--- src/rtl/apple_placer_if.sv ---
// Request/result bundle between the game-control FSM (master) and the apple placer (slave).
interface apple_placer_if #(
  parameter int ROWS = 16,
  parameter int COLS = 16
);
  localparam int XW = $clog2(ROWS);
  localparam int YW = $clog2(COLS);

  logic                      req;
  logic                      fix_en;
  logic [XW-1:0]             fix_x;
  logic [YW-1:0]             fix_y;
  logic [ROWS-1:0][COLS-1:0] RedPixels;
  logic [ROWS-1:0][COLS-1:0] GrnPixels;
  logic                      busy;
  logic                      valid;
  logic                      full;
  logic [XW-1:0]             x;
  logic [YW-1:0]             y;

  modport master (
    output req, fix_en, fix_x, fix_y, RedPixels, GrnPixels,
    input  busy, valid, full, x, y
  );

  modport slave (
    input  req, fix_en, fix_x, fix_y, RedPixels, GrnPixels,
    output busy, valid, full, x, y
  );
endinterface

--- src/rtl/apple_placer.sv ---
// Apple placer: LFSR or forced candidate, optional neighbour probe, then a one-cell-per-clock raster scan.
// Build option: define APPLE_NEIGHBOR_PROBE_EN to enable the neighbour probe (NBR state).
module apple_placer #(
  parameter int          ROWS    = 16,
  parameter int          COLS    = 16,
  parameter logic [15:0] SEED    = 16'hACE1,
  parameter int          RESET_X = 12,
  parameter int          RESET_Y = 12
) (
  input logic           clk,
  input logic           reset,
  apple_placer_if.slave bus
);
  localparam int XW = $clog2(ROWS);
  localparam int YW = $clog2(COLS);

  typedef enum logic [1:0] {IDLE, PROBE, NBR, SCAN} state_t;

  state_t        state_reg;
  logic [15:0]   lfsr_reg;
  logic [15:0]   lfsr_next;
  logic [XW-1:0] cx_reg, sx_reg, x_reg;
  logic [YW-1:0] cy_reg, sy_reg, y_reg;
  logic          busy_reg, valid_reg, full_reg;

  logic [ROWS-1:0][COLS-1:0] occ_grid;
  logic [XW-1:0]             fx_mod, lx_mod, base_x, nx;
  logic [YW-1:0]             fy_mod, ly_mod, base_y, ny;

  genvar gi;
  generate
    for (gi = 0; gi < ROWS; gi++) begin : g_occ
      assign occ_grid[gi] = bus.RedPixels[gi] | bus.GrnPixels[gi];
    end
  endgenerate

  assign lfsr_next = lfsr_reg[0] ? ((lfsr_reg >> 1) ^ 16'hB400) : (lfsr_reg >> 1);

  // Forced coordinates are always below 2*ROWS / 2*COLS, so one conditional subtract reduces them.
  assign fx_mod = (32'(bus.fix_x) >= ROWS) ? XW'(32'(bus.fix_x) - ROWS) : bus.fix_x;
  assign fy_mod = (32'(bus.fix_y) >= COLS) ? YW'(32'(bus.fix_y) - COLS) : bus.fix_y;
  assign lx_mod = XW'(32'(lfsr_reg[7:0]) % ROWS);
  assign ly_mod = YW'(32'(lfsr_reg[15:8]) % COLS);

  // Row-major successor of the current cell, kept as (row, col) so no divider is needed.
  always_comb begin
    base_x = (state_reg == SCAN) ? sx_reg : cx_reg;
    base_y = (state_reg == SCAN) ? sy_reg : cy_reg;
    nx     = base_x;
    ny     = base_y + 1'b1;
    if (32'(base_y) == COLS - 1) begin
      ny = '0;
      nx = (32'(base_x) == ROWS - 1) ? '0 : base_x + 1'b1;
    end
  end

`ifdef APPLE_NEIGHBOR_PROBE_EN
  logic          nbr_hit;
  logic [XW-1:0] nbr_x;
  logic [YW-1:0] nbr_y;

  // Later checks overwrite earlier ones, so they run from lowest to highest priority.
  always_comb begin
    nbr_hit = 1'b0;
    nbr_x   = cx_reg;
    nbr_y   = cy_reg;
    if (32'(cx_reg) < ROWS - 1 && !occ_grid[cx_reg + 1'b1][cy_reg]) begin
      nbr_hit = 1'b1; nbr_x = cx_reg + 1'b1; nbr_y = cy_reg;
    end
    if (cx_reg != '0 && !occ_grid[cx_reg - 1'b1][cy_reg]) begin
      nbr_hit = 1'b1; nbr_x = cx_reg - 1'b1; nbr_y = cy_reg;
    end
    if (cy_reg != '0 && !occ_grid[cx_reg][cy_reg - 1'b1]) begin
      nbr_hit = 1'b1; nbr_x = cx_reg; nbr_y = cy_reg - 1'b1;
    end
    if (32'(cy_reg) < COLS - 1 && !occ_grid[cx_reg][cy_reg + 1'b1]) begin
      nbr_hit = 1'b1; nbr_x = cx_reg; nbr_y = cy_reg + 1'b1;
    end
  end
`endif

  always_ff @(posedge clk) begin
    if (!reset) begin
      state_reg <= IDLE;
      lfsr_reg  <= SEED;
      busy_reg  <= 1'b0;
      valid_reg <= 1'b0;
      full_reg  <= 1'b0;
      x_reg     <= XW'(RESET_X);
      y_reg     <= YW'(RESET_Y);
      cx_reg    <= '0;
      cy_reg    <= '0;
      sx_reg    <= '0;
      sy_reg    <= '0;
    end else begin
      lfsr_reg  <= lfsr_next;
      valid_reg <= 1'b0;
      case (state_reg)
        IDLE: begin
          if (bus.req) begin
            cx_reg    <= bus.fix_en ? fx_mod : lx_mod;
            cy_reg    <= bus.fix_en ? fy_mod : ly_mod;
            full_reg  <= 1'b0;
            busy_reg  <= 1'b1;
            state_reg <= PROBE;
          end
        end
        PROBE: begin
          if (!occ_grid[cx_reg][cy_reg]) begin
            x_reg     <= cx_reg;
            y_reg     <= cy_reg;
            valid_reg <= 1'b1;
            busy_reg  <= 1'b0;
            state_reg <= IDLE;
          end else begin
`ifdef APPLE_NEIGHBOR_PROBE_EN
            state_reg <= NBR;
`else
            sx_reg    <= nx;
            sy_reg    <= ny;
            state_reg <= SCAN;
`endif
          end
        end
`ifdef APPLE_NEIGHBOR_PROBE_EN
        NBR: begin
          if (nbr_hit) begin
            x_reg     <= nbr_x;
            y_reg     <= nbr_y;
            valid_reg <= 1'b1;
            busy_reg  <= 1'b0;
            state_reg <= IDLE;
          end else begin
            sx_reg    <= nx;
            sy_reg    <= ny;
            state_reg <= SCAN;
          end
        end
`endif
        SCAN: begin
          // Back at the candidate: every other cell was occupied when visited.
          if (sx_reg == cx_reg && sy_reg == cy_reg) begin
            full_reg  <= 1'b1;
            valid_reg <= 1'b1;
            busy_reg  <= 1'b0;
            state_reg <= IDLE;
          end else if (!occ_grid[sx_reg][sy_reg]) begin
            x_reg     <= sx_reg;
            y_reg     <= sy_reg;
            valid_reg <= 1'b1;
            busy_reg  <= 1'b0;
            state_reg <= IDLE;
          end else begin
            sx_reg <= nx;
            sy_reg <= ny;
          end
        end
        default: begin
          busy_reg  <= 1'b0;
          state_reg <= IDLE;
        end
      endcase
    end
  end

  assign bus.busy  = busy_reg;
  assign bus.valid = valid_reg;
  assign bus.full  = full_reg;
  assign bus.x     = x_reg;
  assign bus.y     = y_reg;
endmodule

--- src/flat_wrapper.sv ---
// flat-port wrapper written by rule: the top's interface ports become plain ports
module apple_placer_flat 
#(
  parameter int          ROWS    = 16,
  parameter int          COLS    = 16,
  parameter logic [15:0] SEED    = 16'hACE1,
  parameter int          RESET_X = 12,
  parameter int          RESET_Y = 12
)
  (clk, reset, bus_req, bus_fix_en, bus_fix_x, bus_fix_y, bus_RedPixels, bus_GrnPixels, bus_busy, bus_valid, bus_full, bus_x, bus_y);
  apple_placer_if #(.ROWS(ROWS), .COLS(COLS)) bus_i ();
  input logic clk;
  input logic reset;
  input wire logic [$bits(bus_i.req)-1:0] bus_req;
  input wire logic [$bits(bus_i.fix_en)-1:0] bus_fix_en;
  input wire logic [$bits(bus_i.fix_x)-1:0] bus_fix_x;
  input wire logic [$bits(bus_i.fix_y)-1:0] bus_fix_y;
  input wire logic [$bits(bus_i.RedPixels)-1:0] bus_RedPixels;
  input wire logic [$bits(bus_i.GrnPixels)-1:0] bus_GrnPixels;
  output wire logic [$bits(bus_i.busy)-1:0] bus_busy;
  output wire logic [$bits(bus_i.valid)-1:0] bus_valid;
  output wire logic [$bits(bus_i.full)-1:0] bus_full;
  output wire logic [$bits(bus_i.x)-1:0] bus_x;
  output wire logic [$bits(bus_i.y)-1:0] bus_y;
  assign bus_i.req = bus_req;
  assign bus_i.fix_en = bus_fix_en;
  assign bus_i.fix_x = bus_fix_x;
  assign bus_i.fix_y = bus_fix_y;
  assign bus_i.RedPixels = bus_RedPixels;
  assign bus_i.GrnPixels = bus_GrnPixels;
  assign bus_busy = bus_i.busy;
  assign bus_valid = bus_i.valid;
  assign bus_full = bus_i.full;
  assign bus_x = bus_i.x;
  assign bus_y = bus_i.y;
  apple_placer #(.ROWS(ROWS), .COLS(COLS), .SEED(SEED), .RESET_X(RESET_X), .RESET_Y(RESET_Y)) u_core (.clk(clk), .reset(reset), .bus(bus_i));
endmodule
--- config.mk ---
export PLATFORM = sky130hd
export DESIGN_NAME = apple_placer_flat
export DESIGN_NICKNAME = d
export VERILOG_FILES = /design/src/rtl/apple_placer_if.sv /design/src/rtl/apple_placer.sv /design/src/flat_wrapper.sv
export SDC_FILE = /design/constraint.sdc
export NUM_CORES = 1
export LEC_CHECK = 0
export ABC_AREA = 1
export ABC_CLOCK_PERIOD_IN_PS = 2710
export CORE_AREA = 2 2 206 208
export DETAILED_ROUTE_END_ITERATION = 16
export DIE_AREA = 0 0 208 210
export PLACE_DENSITY = 0.52
export SLEW_MARGIN = 20
export SYNTH_ARGS = -nofsm -noshare
export SYNTH_HDL_FRONTEND = slang
export SYNTH_SLANG_ARGS = --single-unit
--- constraint.sdc ---
create_clock -name clk -period 2.71 [get_ports clk]
set_clock_uncertainty 0.2 [all_clocks]
set_input_delay 0.4065 -clock clk [delete_from_list [all_inputs] [get_ports clk]]
set_output_delay 0.4065 -clock clk [all_outputs]
set_load 0.01 [all_outputs]
======== Yosys cells after proc, flatten, opt, wreduce, memory -nomap -nowiden ========
Index checks and enable logic that the tools add are counted.
word-level totals
  output and inout port bits .............. 11
  register bits after elaboration ......... 45
  word-level logic and storage cells ...... 107
cells by class
  bitwise logic cells ..................... 17
  equal/unequal tests ..................... 14
  muxes and demuxes ....................... 49
  $lt $le $gt $ge ......................... 4
  $add $sub $neg .......................... 2
  reductions and logical operators ........ 10
operators with widths
  kind                                                                   count
  16-bit bitwise OR                                                      16
  16-bit binary-select mux with 4-bit select                             2
  4-bit two-way mux                                                      19
  16-bit two-way mux                                                     3
  4-bit one-hot mux with 2 select lines                                  4
  4-bit by 5-bit < comparator with 1-bit output, second input constant   4
  2-bit != test, second input constant                                   6
  1-bit two-way mux                                                      11
  4-bit by 1-bit adder with 4-bit output, second input constant          2
  1-bit binary-select mux with 4-bit select                              2
  4-bit equality test                                                    2
  4-bit equality test, second input constant                             2
  2-bit two-way mux                                                      4
  4-bit AND reduction                                                    2
  2-bit one-hot mux with 3 select lines                                  1
  3-bit AND reduction                                                    2
  3-bit NOT with 4-bit output                                            1
  1-bit one-hot mux with 2 select lines                                  2
  2-bit AND reduction                                                    2
  2-bit nonzero test                                                     2
  3-bit != test, second input constant                                   1
  1-bit one-hot mux with 3 select lines                                  1
  2-bit by 1-bit equality test with 1-bit output, second input constant  1
  2-bit equality test, second input constant                             1
  3 further kinds                                                        3

======== Logic depth before layout (Yosys ltp) ========
  word-level depth ........................ 8
  depth in mapped cells ................... 19
  gate-level depth less buffers ........... 17

======== Worst setup path after synthesis ========
OpenSTA, ideal clock, no wires.
  kind .................................... reg2reg
  start ................................... register u_core.state_reg[0]
  end ..................................... register u_core.sx_reg[1]
  setup slack ............................. 0.420 ns
  data required time ...................... 2.394 ns
  clock period less this slack ............ 2.290 ns
  arrival ................................. 1.974 ns
  stages on the path, launching flop included .. 11
  cells stage by stage .................... dfxtp_1 -> nand2_1 -> clkbuf_1 -> nand2_1 -> o21ai_0 -> ha_1 -> and2_1 -> nand2_1 -> mux2_2 -> nor2_1 -> nor2_1
on the way
  elaborated cells between the ends (all ways) .. 18
RTL lines
  element                                  line                 RTL
  start: declaration                       apple_placer.sv:19   state_t state_reg;
  start signal: assignment                 apple_placer.sv:84   state_reg <= IDLE;
  start signal: assignment                 apple_placer.sv:105  state_reg <= PROBE;
  start signal: assignment                 apple_placer.sv:114  state_reg <= IDLE;
  2-bit equality test *                    apple_placer.sv:48   base_y = (state_reg == SCAN) ? sy_reg : cy_reg;
  4-bit two-way mux *                      apple_placer.sv:48
  named net u_core.base_y[0]               apple_placer.sv:28   logic [YW-1:0] fy_mod, ly_mod, base_y, ny;
  4-bit equality test *                    apple_placer.sv:51   if (32'(base_y) == COLS - 1) begin
  4-bit two-way mux *                      apple_placer.sv:51
  4-bit two-way mux                        apple_placer.sv:147  end else if (!occ_grid[sx_reg][sy_reg]) begin
  4-bit two-way mux                        apple_placer.sv:142  if (sx_reg == cx_reg && sy_reg == cy_reg) begin
  4-bit one-hot mux with 2 select lines *  apple_placer.sv:98   case (state_reg)
  end signal: assignment                   apple_placer.sv:119  sx_reg <= nx;
  end signal: assignment                   apple_placer.sv:154  sx_reg <= nx;
  end: declaration                         apple_placer.sv:22   logic [XW-1:0] cx_reg, sx_reg, x_reg;
Mark *: on every way through the listed nets, which the timed path passes. The rest lies on a longest branch. The select of a mux whose other input is x is not followed.
A chain may end at the register's enable or synchronous reset.

======== Worst setup path after layout ========
  start ................................... register u_core.cx_reg[0]
  end ..................................... register u_core.x_reg[1] (netlist: u_core.bus.x[1])
on the way
  cells in the longest elaborated chain, start to end .. 6
  elaborated cells between the ends (all ways) .. 9
ends and longest elaborated chain
  element                                     line                 RTL
  start: declaration                          apple_placer.sv:22
  start signal: assignment                    apple_placer.sv:101  cx_reg <= bus.fix_en ? fx_mod : lx_mod;
  16-bit binary-select mux with 4-bit select  apple_placer.sv:109  if (!occ_grid[cx_reg][cy_reg]) begin
  16-bit two-way mux (implied by the code)    apple_placer.sv:109
  1-bit binary-select mux with 4-bit select   apple_placer.sv:109
  1-bit two-way mux (implied by the code)     apple_placer.sv:109
  2-bit != test (no source line)              --
  4-bit AND reduction (no source line) *      --
  end signal: assignment                      apple_placer.sv:89   x_reg <= XW'(RESET_X);
  end signal: assignment                      apple_placer.sv:110  x_reg <= cx_reg;
  end signal: assignment                      apple_placer.sv:148  x_reg <= sx_reg;
  end: declaration                            apple_placer.sv:22
Every way passes the cells marked *; elsewhere a longest branch is shown, timed or not. The select of a mux whose other input is x is not followed.

==> reports/results.tsv <==
stage	metric	value	unit
floorplan	start_util	19.6	%
detailed_routing	dr.pass1.iters	6	
placement	gp_congestion	0.902	
grt	antenna_found_initial	1	
power_and_ir_drop	power.density	435	nW/um2
outcome	outcome	complete, no violations	
logic_synthesis	synth_area	8120	um2
floorplan	core	41500	um2
logic_synthesis	synth_seq_cells	45	
clocking	cts_tree	built	
clocking	cts_buffers	5	
run	maxCapViolations	0	
sta	slew_headroom	51.3	%
detailed_routing	drtIter0Drc	1187	
logic_synthesis	yosysTopAreaCell	nand3_1	
logic_synthesis	ys_types	29	
sta	holdWs	0.219	ns
logic_synthesis	synthesis.nets	2189	
sta	finalSetupViolCount	0	
sta	rsz0062_at_grt	yes	
final_layout	final_util	36.3	%
clocking	clockBufferDepth	2	
clocking	clk_pin_slew_worst_paths	0.07	ns
grt	grt_overflow	0	
logic_synthesis	synthesis.instances	1663	
final_layout	largest_reg_flops	16	
clocking	root_buffer	clkbuf_16	
floorplan	ios	535	
power_and_ir_drop	peakVddDrop	300	uV
detailed_routing	drc	0	
power_and_ir_drop	p_leak	6.06	nW
final_layout	final_cell_mix	nand2_1, clkdlybuf4s50_1, nand3_1	
placement	hpwl	43.3	mm
critical_path	startpoint_type	register	
sta	drv_slew	0	
sta	hold_violations	0	
clocking	clock_insertion_delay_worst_skew	0.29	ns
sta	max_freq	390	MHz
detailed_routing	routed-via-count	13400	
placement	portBuffers	534	
floorplan	die_h	210	um
grt	grt_first_pass_wirelength	80.9	mm
critical_path	crit_chain	clkinv_8 > buf_12 > nand2_1 > nand3_1 > nand3_1 > nand3_2 > nand3_1 > nand3_1 > nand3_2 > nand3_2 > nand2_4 > nand3_4 > buf_4 > nand4_1 > a21oi_2	
critical_path	cp_common_cell	nand3_1	
logic_synthesis	ys_seq_area_share	11.1	%
final_layout	final_layout_size_suffix_gt1_share	7.65	%
detailed_routing	wl_per_cell	20.7	um
grt	grt_max_degree	59	
logic_synthesis	syn_area_per_cell	4.88	um2
detailed_routing	viasPerCell	4.91	
final_layout	final_common_cell	nand2_1	
critical_path	worstSetupPathType	register to register	
worst_hold_path	hp-class	register to register	
floorplan	die_x	208	um
critical_path	cpMaxStageDelayCell	dfxtp_4	
sta	fin_crit_sh	94.7	%
critical_path	cp.arrival	2.51	ns
detailed_routing	postRouteAntennaNets	0	
grt	track_usage	23.9	%
logic_synthesis	ys_warn_count	0	
final_layout	synthToLayoutAreaGrowth	85.3	%
critical_path	crit_fanout	11	
final_layout	nNetsFinal	2709	
clocking	cts_hold_buf	0	
floorplan	fp.dieArea	43700	um2
critical_path	worstPathRequired	2.65	ns
grt	grt_pass1_vias	13100	
critical_path	slowest_delay	0.46	ns
clocking	clock_sinks	45	
logic_synthesis	synth_top_area_share	31.2	%
logic_synthesis	synth.area.top_cells	nand3_1, nand2_1, nor2_1, dfxtp_1, buf_2	
detailed_routing	drt_wl_total	56.5	mm
clocking	cts.htree.levels	2	
sta	period_minus_slack	2.57	ns
sta	worstMarginPinSlew	0.730	ns
floorplan	rows	75	
critical_path	cp-end-kind	register	
final_layout	fillCellCount	4510	
## area by class of cell
| type | count | area, um2 | share of cell area, % |
|---|---|---|---|
| Clock buffer | 6 | 129 | 0.857 |
| Timing Repair Buffer | 627 | 6540 | 43.5 |
| Multi-Input combinational cell | 1457 | 6550 | 43.6 |
| Inverter | 46 | 199 | 1.32 |
| Tap cell | 539 | 674 | 4.48 |
| Sequential cell | 45 | 920 | 6.11 |
| Antenna cell | 2 | 5.00 | 0.0333 |
| Clock inverter | 2 | 15.0 | 0.0998 |
| Timing Repair inverter | 1 | 8.76 | 0.0582 |
## path summary, 6_finish.rpt
kind / startpoint / to / slack (ns) / cells after the start
max: u_core.cx_reg[0] / u_core.bus.x[1] / 0.14 / 15
min: u_core.lfsr_reg[12] / u_core.lfsr_reg[11] / 0.22 / 1
max reg2reg: u_core.cx_reg[0] / u_core.bus.x[1] / 0.14 / 15
min reg2reg: u_core.lfsr_reg[12] / u_core.lfsr_reg[11] / 0.22 / 1
## cell families after synthesis
group	Yosys count	synth area share, %
xor+xnor	4	0.432
simple gates	1399	74.0
flops	45	11.1
fa+ha+maj	2	0.308
mux	1	0.139
buf+inv	163	10.5
compound gates	49	3.56
## report_power, final
part           internal (W)  leakage, nW  switching, W  total [W]
clock network      0.000344       0.0714      0.000261   0.000606
logic               0.00218         5.62       0.00289    0.00506
registers          0.000761        0.376      0.000116   0.000878
## per-stage QoR
step	setup TNS, ns	cell area [um2]	instances	power, W	setup WS (ns)
after floorplan	0	8120	1663	0.00335	0.420
after global placement	-3.42	14400	2700	0.00556	-0.236
after detailed placement	-3.26	14400	2700	0.00557	-0.217
after CTS	0	14600	2709	0.00622	0.0212
after global routing	-0.0963	15000	2724	0.00702	-0.0215
final	0	15000	2725	0.00655	0.144
## critical path, delay by kind of cell, from the launching register on
kind / cells / cell delay, ns
and+or+nand+nor: 11 / 1.18
buffers and inverters: 3 / 0.50
DFF: 1 / 0.46
AOI/OAI and AO/OA: 1 / 0.07
## cells in the mapped netlist, drive strengths merged
library cell and n:
nand2 587, nand3 511, nor2 280, buf 93
dfxtp 45, inv 43, clkbuf 24, o21ai 22
a211oi 16, nand4 16, a21oi 11, clkinv 3
or2 3, xnor2 3, ha 2, and2 1
mux2 1, nor4 1, xor2 1
## metal layers
metal	vias up	part of all wire (%)	wire [um]	GRT usage, %
met2	718	50	28100	43.2
met4	0	2.3	1290	4.94
li1	6508	-	-	-
met5	-	0	0	0
met1	6075	41	23000	30.5
met3	83	7.2	4080	2.89
## what timing repair did
| action | 4_1_cts | 5_1_grt |
|---|---|---|
| gates cloned | 1 | 9 |
| pin swaps | 0 | 5 |
| setup buffers | 0 | 5 |
| endpoints found under the setup margin | 2 | 20 |
| gates resized for setup | 0 | 58 |
(Power assumes the default switching activity.)
